==> src/rtl/decoder_pkg.sv <==
// Shared decoder definitions: read-request sequencer state encoding and the
// burst byte-size helper used to step through an image in DRAM.
package decoder_pkg;

    typedef enum logic [2:0] {
        RREQ_IDLE        = 3'd0,
        GET_IMG_BADDR    = 3'd1,
        START_READ_IMG   = 3'd2,
        READ_IMG         = 3'd3,
        RREQ_DECIDE_NEXT = 3'd4
    } rreq_state_t;

    function automatic int unsigned bytes_per_burst(input int unsigned burst_len,
                                                    input int unsigned data_width);
        return (burst_len * data_width) / 8;
    endfunction

endpackage

==> src/rtl/decoder_baddr_fifo.sv <==
// Image base-address queue with fall-through head; a push while full is only
// accepted when a pop frees a slot in the same cycle.
module decoder_baddr_fifo #(
    parameter int ADDR_WIDTH = 32,
    parameter int DEPTH      = 4
) (
    input  logic                  axi_clk,
    input  logic                  axi_reset,
    input  logic                  push,
    input  logic [ADDR_WIDTH-1:0] push_addr,
    input  logic                  pop,
    output logic [ADDR_WIDTH-1:0] head,
    output logic                  full,
    output logic                  empty
);

    localparam int IW = (DEPTH > 1) ? $clog2(DEPTH) : 1;
    localparam int CW = $clog2(DEPTH + 1);
    localparam logic [IW-1:0] LAST_IDX = IW'(DEPTH - 1);
    localparam logic [CW-1:0] DEPTH_C  = CW'(DEPTH);

    logic [ADDR_WIDTH-1:0] mem [DEPTH];
    logic [IW-1:0]         rd_ptr;
    logic [IW-1:0]         wr_ptr;
    logic [CW-1:0]         count;
    logic                  do_push;
    logic                  do_pop;

    assign empty   = (count == '0);
    assign full    = (count == DEPTH_C);
    assign head    = mem[rd_ptr];
    assign do_pop  = pop && !empty;
    assign do_push = push && (!full || do_pop);

    always_ff @(posedge axi_clk or posedge axi_reset) begin
        if (axi_reset) begin
            rd_ptr <= '0;
            wr_ptr <= '0;
            count  <= '0;
        end else begin
            if (do_push) begin
                wr_ptr <= (wr_ptr == LAST_IDX) ? '0 : wr_ptr + IW'(1);
            end
            if (do_pop) begin
                rd_ptr <= (rd_ptr == LAST_IDX) ? '0 : rd_ptr + IW'(1);
            end
            case ({do_push, do_pop})
                2'b10:   count <= count + CW'(1);
                2'b01:   count <= count - CW'(1);
                default: count <= count;
            endcase
        end
    end

    // Storage carries no reset; only the pointers define validity.
    always_ff @(posedge axi_clk) begin
        if (do_push) begin
            mem[wr_ptr] <= push_addr;
        end
    end

endmodule

==> src/rtl/decoder_dram_rreq_fsm.sv <==
// Decoder read-request sequencer: fetches each queued image as a fixed number of
// equal bursts. Define DECODER_RREQ_OVF_ERR_EN to flag dropped base-address pushes.
module decoder_dram_rreq_fsm
    import decoder_pkg::*;
#(
    parameter int ADDR_WIDTH         = 32,
    parameter int DATA_WIDTH         = 32,
    parameter int IMG_RBURST_LEN     = 128,
    parameter int NUM_RREQS_PER_SIMG = 14,
    parameter int BADDR_FIFO_DEPTH   = 4
) (
    input  logic                  axi_clk,
    input  logic                  axi_reset,
    input  logic [ADDR_WIDTH-1:0] img_baddr,
    input  logic                  begin_decoding,
    input  logic                  axi_m_can_accept_rreq,
    input  logic                  rnext,
    input  logic                  infifo_has_room,
    output logic [ADDR_WIDTH-1:0] dram_raddr,
    output logic                  dram_rreq,
    output logic                  done_fetching,
    output logic                  rreq_busy,
    output logic                  baddr_ovf_err,
    output rreq_state_t           rreq_state
);

    localparam int BEAT_W  = $clog2(IMG_RBURST_LEN + 1);
    localparam int BURST_W = $clog2(NUM_RREQS_PER_SIMG + 1);
    localparam logic [ADDR_WIDTH-1:0] BURST_BYTES =
        ADDR_WIDTH'(bytes_per_burst(IMG_RBURST_LEN, DATA_WIDTH));
    localparam logic [BEAT_W-1:0]  LAST_BEAT  = BEAT_W'(IMG_RBURST_LEN);
    localparam logic [BURST_W-1:0] LAST_BURST = BURST_W'(NUM_RREQS_PER_SIMG);

    rreq_state_t           state;
    logic [ADDR_WIDTH-1:0] head_q;
    logic [ADDR_WIDTH-1:0] img_addr;
    logic [BEAT_W-1:0]     beat_cnt;
    logic [BURST_W-1:0]    burst_cnt;
    logic [ADDR_WIDTH-1:0] fifo_head;
    logic                  fifo_full;
    logic                  fifo_empty;
    logic                  fifo_pop;

    assign fifo_pop   = (state == RREQ_IDLE) && !fifo_empty;
    assign dram_raddr = img_addr;
    assign rreq_state = state;

    decoder_baddr_fifo #(
        .ADDR_WIDTH (ADDR_WIDTH),
        .DEPTH      (BADDR_FIFO_DEPTH)
    ) u_baddr_fifo (
        .axi_clk   (axi_clk),
        .axi_reset (axi_reset),
        .push      (begin_decoding),
        .push_addr (img_baddr),
        .pop       (fifo_pop),
        .head      (fifo_head),
        .full      (fifo_full),
        .empty     (fifo_empty)
    );

    always_ff @(posedge axi_clk or posedge axi_reset) begin
        if (axi_reset) begin
            state         <= RREQ_IDLE;
            head_q        <= '0;
            img_addr      <= '0;
            beat_cnt      <= '0;
            burst_cnt     <= '0;
            dram_rreq     <= 1'b0;
            done_fetching <= 1'b0;
            rreq_busy     <= 1'b0;
        end else begin
            dram_rreq     <= 1'b0;
            done_fetching <= 1'b0;
            case (state)
                RREQ_IDLE: begin
                    if (!fifo_empty) begin
                        head_q    <= fifo_head;
                        rreq_busy <= 1'b1;
                        state     <= GET_IMG_BADDR;
                    end
                end
                GET_IMG_BADDR: begin
                    img_addr  <= head_q;
                    burst_cnt <= BURST_W'(1);
                    state     <= START_READ_IMG;
                end
                START_READ_IMG: begin
                    if (infifo_has_room && axi_m_can_accept_rreq) begin
                        dram_rreq <= 1'b1;
                        beat_cnt  <= '0;
                        state     <= READ_IMG;
                    end
                end
                READ_IMG: begin
                    if (rnext) begin
                        beat_cnt <= beat_cnt + BEAT_W'(1);
                        if (beat_cnt + BEAT_W'(1) == LAST_BEAT) begin
                            state <= RREQ_DECIDE_NEXT;
                        end
                    end
                end
                RREQ_DECIDE_NEXT: begin
                    if (burst_cnt == LAST_BURST) begin
                        done_fetching <= 1'b1;
                        rreq_busy     <= 1'b0;
                        state         <= RREQ_IDLE;
                    end else begin
                        // Address wraps silently at the top of the address space.
                        img_addr  <= img_addr + BURST_BYTES;
                        burst_cnt <= burst_cnt + BURST_W'(1);
                        state     <= START_READ_IMG;
                    end
                end
                default: begin
                    state <= RREQ_IDLE;
                end
            endcase
        end
    end

`ifdef DECODER_RREQ_OVF_ERR_EN
    logic push_dropped;

    assign push_dropped = begin_decoding && fifo_full && !fifo_pop;

    always_ff @(posedge axi_clk or posedge axi_reset) begin
        if (axi_reset) begin
            baddr_ovf_err <= 1'b0;
        end else if (push_dropped) begin
            baddr_ovf_err <= 1'b1;
        end
    end
`else
    assign baddr_ovf_err = 1'b0;
`endif

endmodule

==> config.mk <==
export PLATFORM = sky130hd
export DESIGN_NAME = decoder_dram_rreq_fsm
export DESIGN_NICKNAME = d
export VERILOG_FILES = /design/src/rtl/decoder_pkg.sv /design/src/rtl/decoder_baddr_fifo.sv /design/src/rtl/decoder_dram_rreq_fsm.sv
export SDC_FILE = /design/constraint.sdc
export NUM_CORES = 1
export LEC_CHECK = 0
export BUFFER_PORTS_ARGS = -buffer_cell sky130_fd_sc_hd__buf_2
export CAP_MARGIN = 0
export CORE_MARGIN = 4
export CORE_UTILIZATION = 64
export CTS_CLUSTER_DIAMETER = 60
export DETAILED_ROUTE_END_ITERATION = 8
export GPL_ROUTABILITY_DRIVEN = 0
export PLACE_DENSITY = 0.95
export SYNTH_ARGS = -nofsm -noshare
export SYNTH_HDL_FRONTEND = slang
export SYNTH_SLANG_ARGS = --single-unit
export TNS_END_PERCENT = 5
==> constraint.sdc <==
create_clock -name axi_clk -period 5.4 [get_ports axi_clk]
set_input_delay 0.81 -clock axi_clk [delete_from_list [all_inputs] [get_ports axi_clk]]
set_output_delay 0.81 -clock axi_clk [all_outputs]
set_load 0.03 [all_outputs]
==> results by stage, run 1 <==
Clock tree:
- In this run, post-CTS hold repair placed 0 buffers.
- CTS built an H-tree with a depth of 1.
- Clock-pin slew was measured on the worst setup and hold paths at 0.06 ns.
- The root buffer cell chosen for the clock tree is clkbuf_16.
- After clock tree synthesis, the repair step resized 0 gates.
- The buffer levels on the longest clock path is 3.
- In this run, CTS created clock tree buffers numbering 23.
- The clock latency at the later pin of the worst-skew pair is ~0.5 ns.
- TritonCTS built the clock tree.
- In this run the post-CTS setup repair buffer count came out at 0.
- Clock tree synthesis found a total of between 200 and 250 sinks.

Cells and area:
- Relative to the synthesized area, the layout overhead comes to 14.2%.
- After routing the design area is 10300 µm².
- The number of nets in the layout is 709.
- The area of all sequential standard cells is between 6000 and 7000 µm².
- Summing all multi-input logic gate instances after layout gives 2730 µm².
- The number of filler instances in the final layout is 743.
- In the final layout, the share of cells above drive strength 1 is 30.4%.
- The count of antenna diodes in the layout is 0.

STA:
- Setup repair after global routing left no endpoint under its margin.
- Setup violations remaining at the end of the flow were counted as 0.
- The final-layout setup total negative slack is 0 ns.
- After layout, the minimum clock period comes to 3.01 ns.
- For the final database, setup skew stands at between 0.01 and 0.015 ns.
- The number of pins with negative max-slew slack in the final report is 0.
- Dividing the final minimum period by the clock period gives approximately 56%.
- The pin slew with the least headroom to its limit is ~1.3 ns.
- The number of hold violations in the final report came to 0.
- The relative slew slack is between 10% and 20%.
- The maximum clock rate is around 0.33 GHz.

Global routing:
- Entering global routing, the biggest net connects 50 pins.
- The via count of the first global-routing pass is 5604.
- The first-pass GRT wire length is 31.2 mm.
- The met3 demand-to-capacity share in global routing is 5.09%.
- In the global route stage, met2 resource usage came out at 41.8%.
- In this run the most used layer during global routing was met2.
- The number of antenna violations at the first check in global routing is 0.
- The met1 demand-to-capacity share in global routing is 33.1%.
- The all-layer global routing usage is roughly a quarter.
- The total overflow left after global routing is 0.

Run:
- The max capacitance violation total is 0.

Synth:
- The synthesized netlist devotes 6.62% of its cell area to compound gates.
- After synthesis the cells add up to 8990 µm².
- The simple-gate share of the synthesized area is 7.54%.
- For this run, asynchronously set or reset flops after synthesis account for 41.0%.
- The net count of the mapped netlist is roughly 630.
- By area, the combinational part of the netlist is dominated by multiplexers.
- Summing the sequential cell areas from Yosys gives around 68% of the chip area.
- The number of warnings reported in the yosys synthesis log is 0.
- In the synthesized netlist, mux cells make up 13.5% of the area.
- The synthesized design contains roughly 130 enable-type register cells.
- The synthesized netlist devotes 0.779% of its cell area to XOR and XNOR gates.
- The flip-flop cell with the highest count after synthesis is edfxtp_1.
- Synthesis produced a netlist whose cell count is just under 600.
- A synthesized cell averages 15.5 µm².
- Counting flops and latches in the post-synthesis netlist gives 217.
- The count of unique library cells instantiated by Yosys is 56.
- Of the total synthesized cell area, the portion taken by full adders, half adders and majority gates is 1.75%.

Worst setup path:
- The worst setup path is captured at a flip-flop.
- The delay contributed by the slowest stage of the critical path is 0.88 ns.
- The combined buffer and inverter count along the critical path is 1.
- The dominant delay contributor by cell family on the critical path is simple AND/OR/NAND/NOR gates.
- Along the worst path, the maximum fanout reaches 35.
- The path type of the worst setup path is reg2reg.
- The flop-to-flop setup slack is 2.39 ns.
- At the worst endpoint, the required time is 5.81 ns.
- The type of origin of the critical path is a flip-flop.
- Traced cell by cell, the critical path runs through nor2_1, o31ai_1, nor2_4, ha_1, inv_1, fa_1, xor2_1, nor2_1, xor2_1.
- The launch instance of the worst register-to-register path is rreq_state[1]$_DFFE_PP0P_.
- On the critical path, the stage with the largest delay is an instance of nor2_4.
- The arrival time reported for the critical path endpoint is 3.42 ns.
- Measured in cells, the most critical reg-to-reg path has a length of 9.
- The critical register-to-register path endpoint is u_baddr_fifo.count[2]$_DFFE_PP0P_.

Floorplan:
- The effective utilization at floorplan is around two thirds.
- The die covers about 16000 µm².
- The cell row count is 43.
- The region available for standard cell placement spans roughly 14000 µm².
- The number of top-level pins is 77.
- Measured along the x axis, the die boundary spans 127 µm.
- The height of the die is ~130 µm.

Routing:
- The remaining antenna violation count after routing is 0.
- For this run, design rule violations remaining after detail routing come to 0.
- The number of design-rule violations left by the first detailed-router iteration is 797.
- The final route contains 5570 vias.
- Before antenna repair, the detailed router went through 8 iterations.
- The final wirelength is around 20 mm.
- In the routed layout, each cell is associated on average with a via count of about 6.5.
- The average routed wire per standard cell is 23.2 µm.

Pwr:
- The worst IR drop on VDD is between 0.2 and 0.3 mV.
- Power spread over the standard cell area amounts to a little under 400 nW/µm².
- The analysis attributes to cell leakage a power of 4.13 nW.

Status:
- The flow ran to the end, and the final reports show no timing, DRC or antenna violations.

Placed design:
- Detailed placement ended at an HPWL of 11.5 mm.
- The port buffer count is 75.
- The total cell area at the placement stage is 9510 µm².

Hold path:
- The path category of the worst min-delay check is in2async.
## power by group
group          total (mW)  switching [mW]  internal, mW
Sequential           2.09          0.0862          2.00
Combinational       0.380           0.247         0.133
Clock                1.57           0.611         0.955
Total                4.03           0.944          3.09
## how the worst max path moves through the flow
| stage | startpoint | endpoint | depth (start not counted) | slack (ns) |
|---|---|---|---|---|
| after floorplan | axi_reset | beat_cnt[0]$_DFFE_PP0P_ | 1 | 2.28 |
| after global placement | rreq_state[1]$_DFFE_PP0P_ | u_baddr_fifo.count[2]$_DFFE_PP0P_ | 9 | 2.62 |
| after detailed placement | rreq_state[1]$_DFFE_PP0P_ | u_baddr_fifo.count[2]$_DFFE_PP0P_ | 9 | 2.42 |
| after CTS | rreq_state[1]$_DFFE_PP0P_ | u_baddr_fifo.count[2]$_DFFE_PP0P_ | 9 | 2.37 |
| after global routing | rreq_state[1]$_DFFE_PP0P_ | u_baddr_fifo.count[2]$_DFFE_PP0P_ | 9 | 2.20 |
| final | rreq_state[1]$_DFFE_PP0P_ | u_baddr_fifo.count[2]$_DFFE_PP0P_ | 9 | 2.39 |
## Yosys cell counts, types with 2 or more instances
library cell  instances  area share (%)
inv_1                11            0.46
ha_1                 11             1.5
clkbuf_2              3            0.17
and3_1               11            0.77
mux2_2               43             5.4
a31oi_1               5            0.35
a21oi_1              26             1.4
o22a_1                3            0.29
nor4_1                3            0.21
mux4_2               32             8.0
edfxtp_1            128              43
o21ai_0              23             1.3
xor2_1                4            0.39
nor2_1               27             1.1
o31ai_1               5            0.42
a21o_1                2            0.17
buf_4                 2            0.17
nor2b_1               2            0.14
buf_2                18             1.0
dfrtp_1              89              25
nand4_1               7            0.49
xnor2_1               4            0.39
o22ai_1              13            0.90
o41ai_1               2            0.19
nand2_1              29             1.2
a2bb2oi_1             8            0.78
nor3b_2               2            0.28
and2_1                5            0.35
nand3_1              19             1.1
or3_1                 3            0.21
nor3_1               10            0.56
clkbuf_1              8            0.33
## flip-flops by register name (all words and copies together), names as in the netlist
signal,flops
dram_raddr,32
u_baddr_fifo.count,3
rreq_busy,1
beat_cnt,8
u_baddr_fifo.wr_ptr,2
rreq_state,3
dram_rreq,1
u_baddr_fifo.rd_ptr,2
head_q,32
u_baddr_fifo.mem,128
burst_cnt,4
done_fetching,1
## final cells by class
cell class	count	share of cell area [%]
Tap cell	180	2.19
Sequential cell	217	59.1
Inverter	11	0.414
Multi-Input combinational cell	322	26.6
Clock buffer	31	6.09
Timing Repair Buffer	84	4.31
Clock inverter	10	1.24
## kinds of logic after synthesis
kind of cell | Yosys count
other | 1
AND/OR/NAND/NOR | 129
adder cells (fa/ha/maj) | 12
multiplexers | 76
XOR/XNOR | 8
flip-flops | 217
AO/OA/AOI/OAI | 96
buffers and inverters | 43
## cell usage in the layout (no fill, tap or decap), types with 2 or more instances in the layout
cell type / n
a21o_1: 2
a21oi_1: 26
a2bb2oi_1: 8
a31oi_1: 5
and2_1: 5
and3_1: 11
buf_2: 75
buf_4: 9
bufinv_16: 3
clkbuf_1: 6
clkbuf_16: 23
clkbuf_8: 2
clkinv_2: 6
dfrtp_1: 88
edfxtp_1: 128
ha_1: 11
inv_1: 10
mux2_2: 43
mux4_2: 32
nand2_1: 29
nand3_1: 19
nand4_1: 7
nor2_1: 27
nor2b_1: 2
nor3_1: 10
nor4_1: 3
o21ai_0: 23
o22a_1: 3
o22ai_1: 13
o31ai_1: 5
o41ai_1: 2
or3_1: 3
xnor2_1: 4
xor2_1: 4
## routing by layer
metal | share of wire [%] | vias to the layer above | routed length (µm)
met5 | 0 | - | 0
met4 | 4.4 | 0 | 872
met3 | 8.8 | 84 | 1740
met2 | 50 | 341 | 9840
met1 | 37 | 2748 | 7370
li1 | - | 2397 | -
## per-stage QoR
step | cells | hold slack, ns | power (mW) | setup slack, ns | utilization [%]
after floorplan | 582 | 0.457 | 2.34 | 2.28 | -
after global placement | 814 | 0.476 | 2.44 | 2.62 | 68.8
after detailed placement | 814 | 0.490 | 2.49 | 2.42 | 68.8
after CTS | 855 | 0.486 | 4.06 | 2.37 | 74.3
after global routing | 855 | 0.510 | 4.19 | 2.20 | 74.3
final | 855 | 0.467 | 4.03 | 2.39 | 74.3
No activity file was read; power rests on OpenSTA's default activity.
==> inputs of run 2 (changes only) <==
Settings changed: CORE_UTILIZATION 64 to 59, PLACE_DENSITY 0.95 to 0.89.
Clock period 5.4 ns to 2.85 ns, I/O delays scaled along.
==> run 2 against run 1 <==
Effect of this change:
- the flow now finishes with violations (hold timing)
- critical path type unchanged
- clock-buffer cell count did not move
- power up 87%
- combinational power up 90%
- non-clock buffer count is 7 higher
- design area increased by 0.39%
- clock skew grew 0.0060 ns
- sequential share of layout area shrank 0.23 points
- fmax rose by 30%
==> results by stage, run 2 (synthesized netlist as in run 1, its figures left out) <==
Worst setup path:
- The required time at the worst-slack endpoint is between 3 and 4 ns.
- The worst setup path is launched from a flip-flop.
- The path type of the worst setup path is reg2reg.
- Setup slack on the worst reg-to-reg path comes out at 0.54 ns.
- Measured in cells, the most critical reg-to-reg path has a length of 10.
- The arrival time reported for the critical path endpoint is 2.74 ns.
- Along the worst path, the maximum fanout reaches 10.
- The endpoint class of the critical path is a flip-flop.

Floorplan:
- The effective utilization at floorplan is 61.0%.
- The number of top-level pins is 77.
- The floorplan step defined a die boundary enclosing about 17000 µm².
- The height of the die is 131 µm.
- In this run the horizontal extent of the chip is 131 µm.
- The floorplan has 44 rows.
- The core region area is 14800 µm².

STA:
- Setup repair after global routing left no endpoint under its margin.
- The worst path in the final design needs a cycle of roughly 2.3 ns, including I/O delays and setup.
- The worst hold slack is -0.00260 ns.
- The final clock skew is 0.0170 ns.
- Adding up every negative setup slack in the final design gives 0 ns.
- Setup violations remaining at the end of the flow were counted as 0.
- The number of pins with negative max-slew slack in the final report is 0.
- In this run the tightest slew margin relative to its limit is a little over a third.
- The number of hold violations in the final report is 2.
- The maximum clock rate is 0.433 GHz.
- The pin slew with the least headroom to its limit is 0.976 ns.
- In the finished design, the share of the clock period the worst path needs comes to 81.1%.

Global routing:
- Entering global routing, the biggest net connects 46 pins.
- The first-pass GRT wire length is 30.7 mm.
- The via count of the first global-routing pass was 5669.
- For this run, the total global-route usage over all layers was measured as 22.2%.
- The number of antenna violations at the first check in global routing is 0.
- After global routing the overflow that remains totals 0.

Cells and area:
- Compared with the post-synthesis result, the final layout area differs by 14.6%.
- The area of all sequential standard cells is ~6100 µm².
- More flip-flops sit in one register than any other, and that register is u_baddr_fifo.mem.
- Leaving out fill and tap cells, the most frequent cells in the layout are edfxtp_1 (128), dfrtp_1 (88), buf_2 (75).
- In the final layout, the multi-input gates occupy 2730 µm².
- The finished cells cover 10300 µm².
- After the last flow step, the layout net total stands at 716.
- The final cell utilization of the core is roughly 70%.
- The number of flip-flops under the largest register name is 128.
- Of the cells placed in the final design, the portion with a size suffix greater than 1 is 31.2%.
- The most common cell after layout, fill and taps aside is edfxtp_1.
- The number of filler instances in the final layout is 950.
- 0 antenna diodes ended up in the layout.

Status:
- The run finished, with violations left.
- The checks that failed: hold timing.

Placed design:
- The total half-perimeter wirelength after legalization and detailed placement is 11.9 mm.
- The total cell area at the placement stage is 9570 µm².
- Buffers placed on the I/O ports in this run total 75.

Clock tree:
- The CTS buffer count is 23.
- The clock-pin slew on the worst setup and hold paths is 0.06 ns.
- TritonCTS built the clock tree.
- CTS placed an instance of clkbuf_16 at the clock tree root.
- At the later pin of the worst-skew pair, clock insertion delay measures 0.51 ns.
- Hold repair after CTS inserted 0 buffers.
- In this run the number of H-tree levels came out at 1.
- Once the clock tree was built, the setup fixing pass inserted 0 buffers.
- Counting along the longest clock path gives a buffer depth of 3.
- The tree built by TritonCTS fans out to 217 sinks.
- Gates resized during post-CTS repair numbered 0.

Pwr:
- The design draws roughly 7.5 mW.
- The worst IR drop on VDD is ~0.59 mV.
- The total power per unit cell area is 731 nW/µm².
- In this run the static leakage power is 4.16 nW.

Routing:
- The via count of the routed design is 5497.
- The DRC violation count after routing is 0.
- The remaining antenna violation count after routing is 0.
- The first TritonRoute pass finished after 5 iterations.
- The average routed wire per standard cell is about 22 µm.
- The number of design-rule violations left by the first detailed-router iteration is 410.
- Using the TritonRoute via totals, the vias-per-cell ratio works out to 6.34.
- The final wirelength is about 19 mm.

Hold path:
- The worst hold path belongs to the class in2async.

Run:
- Across the run, the number of max-cap violations was 0.
## run 2: changes by cell type in the layout (fill, tap and decap cells not counted)
cell,previous run,this run
clkbuf_8,2,3
clkinv_4,0,1
inv_16,0,1
clkbuf_1,6,5
buf_4,9,16
clkinv_1,1,2
bufinv_16,3,1
## run 2: final cells by class
cell class              count  share of cell area (%)
clock inverters            11                   0.971
repair buffers             91                    4.81
clock buffers              31                    6.17
inverters                  11                   0.413
well taps                 184                    2.23
multi-input cells         322                    26.5
flip-flops and latches    217                    58.9
## run 2: where the power goes
group	switching (mW)	total (mW)	internal (mW)
clock network	1.20	2.87	1.67
registers	0.152	3.94	3.79
logic	0.463	0.722	0.259
## run 2: worst max-delay path, stage by stage, from the launching register on
cell and delay [ns]:
dfrtp_1 0.55, o311ai_0 0.21, buf_4 0.18, and2_1 0.19
inv_1 0.07, ha_1 0.17, inv_1 0.06, fa_1 0.37
xor2_1 0.17, nor2_1 0.11, xor2_1 0.15
## run 2: metrics by stage
step | cells | setup slack (ns)
after CTS | 867 | 0.547
final | 867 | 0.540
after global routing | 867 | 0.385
after floorplan | 582 | 0.116
after detailed placement | 825 | 0.565
after global placement | 825 | 0.646
## run 2: path summary, 6_finish.rpt
check	startpoint	end
max	rreq_state[1]$_DFFE_PP0P_	u_baddr_fifo.count[2]$_DFFE_PP0P_
max reg2reg	rreq_state[1]$_DFFE_PP0P_	u_baddr_fifo.count[2]$_DFFE_PP0P_
max in group asynchronous	axi_reset	dram_raddr[26]$_DFFE_PP0P_
min in group axi_clk	img_baddr[2]	u_baddr_fifo.mem[0][2]$_DFFE_PP_
min	axi_reset	u_baddr_fifo.count[2]$_DFFE_PP0P_
min reg2reg	head_q[2]$_DFFE_PP0P_	dram_raddr[2]$_DFFE_PP0P_
## run 2: layer usage
metal	vias up	global-route usage, %	share of wire [%]
li1	2413	-	-
met1	2785	28.1	38
met2	246	38.7	52
met3	53	5.12	7.1
met4	0	6.83	2.9
met5	-	0	0
==> inputs of run 3 (changes only) <==
Clock period 2.85 ns to 2.2 ns, I/O delays scaled along.
==> run 3 against run 2 <==
Effect of this change:
- the flow now finishes without violations
- clock power grew 27%
- via count grew 2.1%
- first-iteration DRC count grew 58%
- global-route usage grew 0.55 points
- sequential power grew 30%
==> results by stage, run 3 (synthesized netlist as in run 1, its figures left out) <==
Cells and area:
- The register with the most flip-flops in the layout has 128 of them.
- The final cell count without fillers is 878.
- The number of nets in the layout is between 700 and 800.
- 0 antenna diodes ended up in the layout.
- The layout overhead on the synthesized area is 16.7%.
- In the layout the commonest cells are edfxtp_1 (128), dfrtp_1 (88), buf_2 (75).
- Cells fill 71.1% of the core in the end.
- The register bank with the most flops is u_baddr_fifo.mem.
- The fraction of layout cells with a size suffix above 1 is between 30% and 40%.
- The library cell used most frequently in the layout, excluding fill and tap cells, is edfxtp_1.

Clock tree:
- Clock tree synthesis inserted a total of 23 buffers.
- For the worst-skew pair, the clock arrives at the later sink with an insertion delay of approximately 0.52 ns.
- The count of clock tree sinks is approximately 220.
- The maximum level of the CTS H-tree is 1.
- Clock-pin slew was measured on the worst setup and hold paths at ~0.07 ns.
- The clock tree from TritonCTS is done.
- The clock root buffer is clkbuf_16.
- The buffer levels on the longest clock path is 3.

Worst setup path:
- For the worst setup path, the data arrival time is 2.55 ns.
- Of all nets on the critical path, the largest fanout is 3.
- STA puts the critical path data required time at 2.62 ns.
- The path type of the worst setup path is reg2reg.
- The type of origin of the critical path is a flip-flop.
- The worst setup path is captured at a flip-flop.

Routing:
- For this run, design rule violations remaining after detail routing come to 0.
- The top layer used by detailed routing is met4.
- The average routed wire per standard cell is 22.5 µm.
- The final layout contains routed wiring with a total length of 19.7 mm.
- The routed wire length on met2 is 10.2 mm.
- The detailed-routing iteration count for the pre-antenna-repair pass is 5.
- After detailed routing, the wire length on met1 is 7.53 mm.
- For this block, the initial DRC count from the detailed router was 648.
- The remaining antenna violation count after routing is 0.
- The via count of the routed design is 5610.
- In the detailed route, the total length drawn on met3 is ~1.3 mm.
- In the routed layout, each cell is associated on average with a via count of 6.39.

Floorplan:
- Row generation in the floorplan step produced 44 rows.
- For this configuration, the core starts out at a cell density of 61.0%.
- The height of the die is 131 µm.
- The die covers 17300 µm².
- The core region area is approximately 15000 µm².
- During I/O placement, the number of pins put on the boundary was 77.
- The die extent in x is 131 µm.

Run:
- The max capacitance violation total is 0.

STA:
- The number of setup violations in the final report is 0.
- The time the worst path needs with I/O delays and setup is 2.14 ns.
- The worst path uses 97.1% of the clock period.
- The final clock skew is 0.0281 ns.
- The worst pin sits at a relative slew slack of 55.6%.
- The number of hold violations in the final report is 0.
- Derived from the worst setup path, the maximum achievable clock frequency is 0.468 GHz.
- The pin slew with the least headroom to its limit is 0.665 ns.
- Setup repair after global routing could not meet its margin everywhere.
- The number of pins with negative max-slew slack in the final report is 0.

Placed design:
- Detailed placement finished with a half-perimeter wire length of 12.3 mm.
- The count of buffers added on input and output ports is 75.
- The number of instances in the placed design is 833.

Global routing:
- The maximum number of pins on one net before global-route repair is 40.
- The first global-routing pass estimated 31.4 mm of wire.
- The number of antenna violations at the first check in global routing is 0.
- The via count of the first global-routing pass is between 5000 and 6000.
- The global route total overflow is 0.
- Global routing used 22.8% of the available tracks across all layers.

Status:
- The run finished with clean final reports.

Pwr:
- IR analysis of the VDD net gives a maximum drop of 0.680 mV.
- The static leakage power is around 4.2 nW.
- For this design the ratio of total power to cell area is around 940 nW/µm².

Hold path:
- The path category of the worst min-delay check is in2reg.
==> run 3: cell count changes in the layout (fill, tap and decap cells not counted), sizes merged <==
cell,delta
clkinvlp,+1
inv,+1
clkinv,-1
buf,+10
clkbuf,-1
dlygate4sd3,+1
==> run 3: metal layers <==
layer  global-route usage [%]  up-vias
li1                         -     2432
met1                     29.3     2859
met2                     39.4      258
met3                     3.67       61
met4                     8.75        0
met5                        0        -
==> run 3: power breakdown <==
part | internal [mW] | switching [mW]
Combinational | 0.430 | 0.649
Clock | 2.09 | 1.56
Sequential | 4.91 | 0.199
==> run 3: final cells by class <==
type | instances | area [µm²]
repair buffers | 102 | 693
multi-input cells | 322 | 2750
well taps | 184 | 230
inverters | 11 | 45.0
flip-flops and latches | 217 | 6070
clock buffers | 30 | 612
clock inverters | 12 | 92.6
fillers | 871 | 4260
==> run 3: critical path: stages, from the launching register on <==
cell and delay (ns):
dfrtp_1 0.41, nor2_2 0.16, o311ai_2 0.13, and2_1 0.17, inv_1 0.06, ha_2 0.17, inv_1 0.06, fa_1 0.37
xor2_1 0.18, nor2_2 0.13, xor2_1 0.18
==> run 3: worst paths after layout <==
| path | from | slack [ns] | to | cells after the start |
|---|---|---|---|---|
| max | u_baddr_fifo.count[1]$_DFFE_PP0P_ | 0.06 | u_baddr_fifo.count[2]$_DFFE_PP0P_ | 10 |
| min | img_baddr[28] | 0.02 | u_baddr_fifo.mem[1][28]$_DFFE_PP_ | 1 |
| max reg2reg | u_baddr_fifo.count[1]$_DFFE_PP0P_ | 0.06 | u_baddr_fifo.count[2]$_DFFE_PP0P_ | 10 |
| min reg2reg | dram_raddr[8]$_DFFE_PP0P_ | 0.50 | dram_raddr[8]$_DFFE_PP0P_ | 1 |
| max in group asynchronous | axi_reset | 1.08 | head_q[8]$_DFFE_PP0P_ | 4 |
| min in group asynchronous | axi_reset | 0.45 | head_q[9]$_DFFE_PP0P_ | 3 |
==> run 3: repair_timing <==
item	4_1_cts	5_1_grt
hold buffers	1	0
pin swaps	3	3
endpoints found under the hold margin	23	0
gates resized for setup	0	5
setup endpoints to repair	1	3
buffers inserted	1	1
==> run 3: through the flow <==
step	worst slack, ns	TNS (ns)	hold WS, ns	instance area (µm²)	power [mW]
after global placement	0.189	0	0.439	9750	6.07
final	0.0632	0	0.0244	10500	9.84
after detailed placement	0.0326	0	0.455	9750	6.20
after global routing	-0.0406	-0.0406	0.0181	10500	10.2
after floorplan	-0.290	-37.46	0.429	9000	5.73
after CTS	0.00265	0	0.0176	10500	9.85
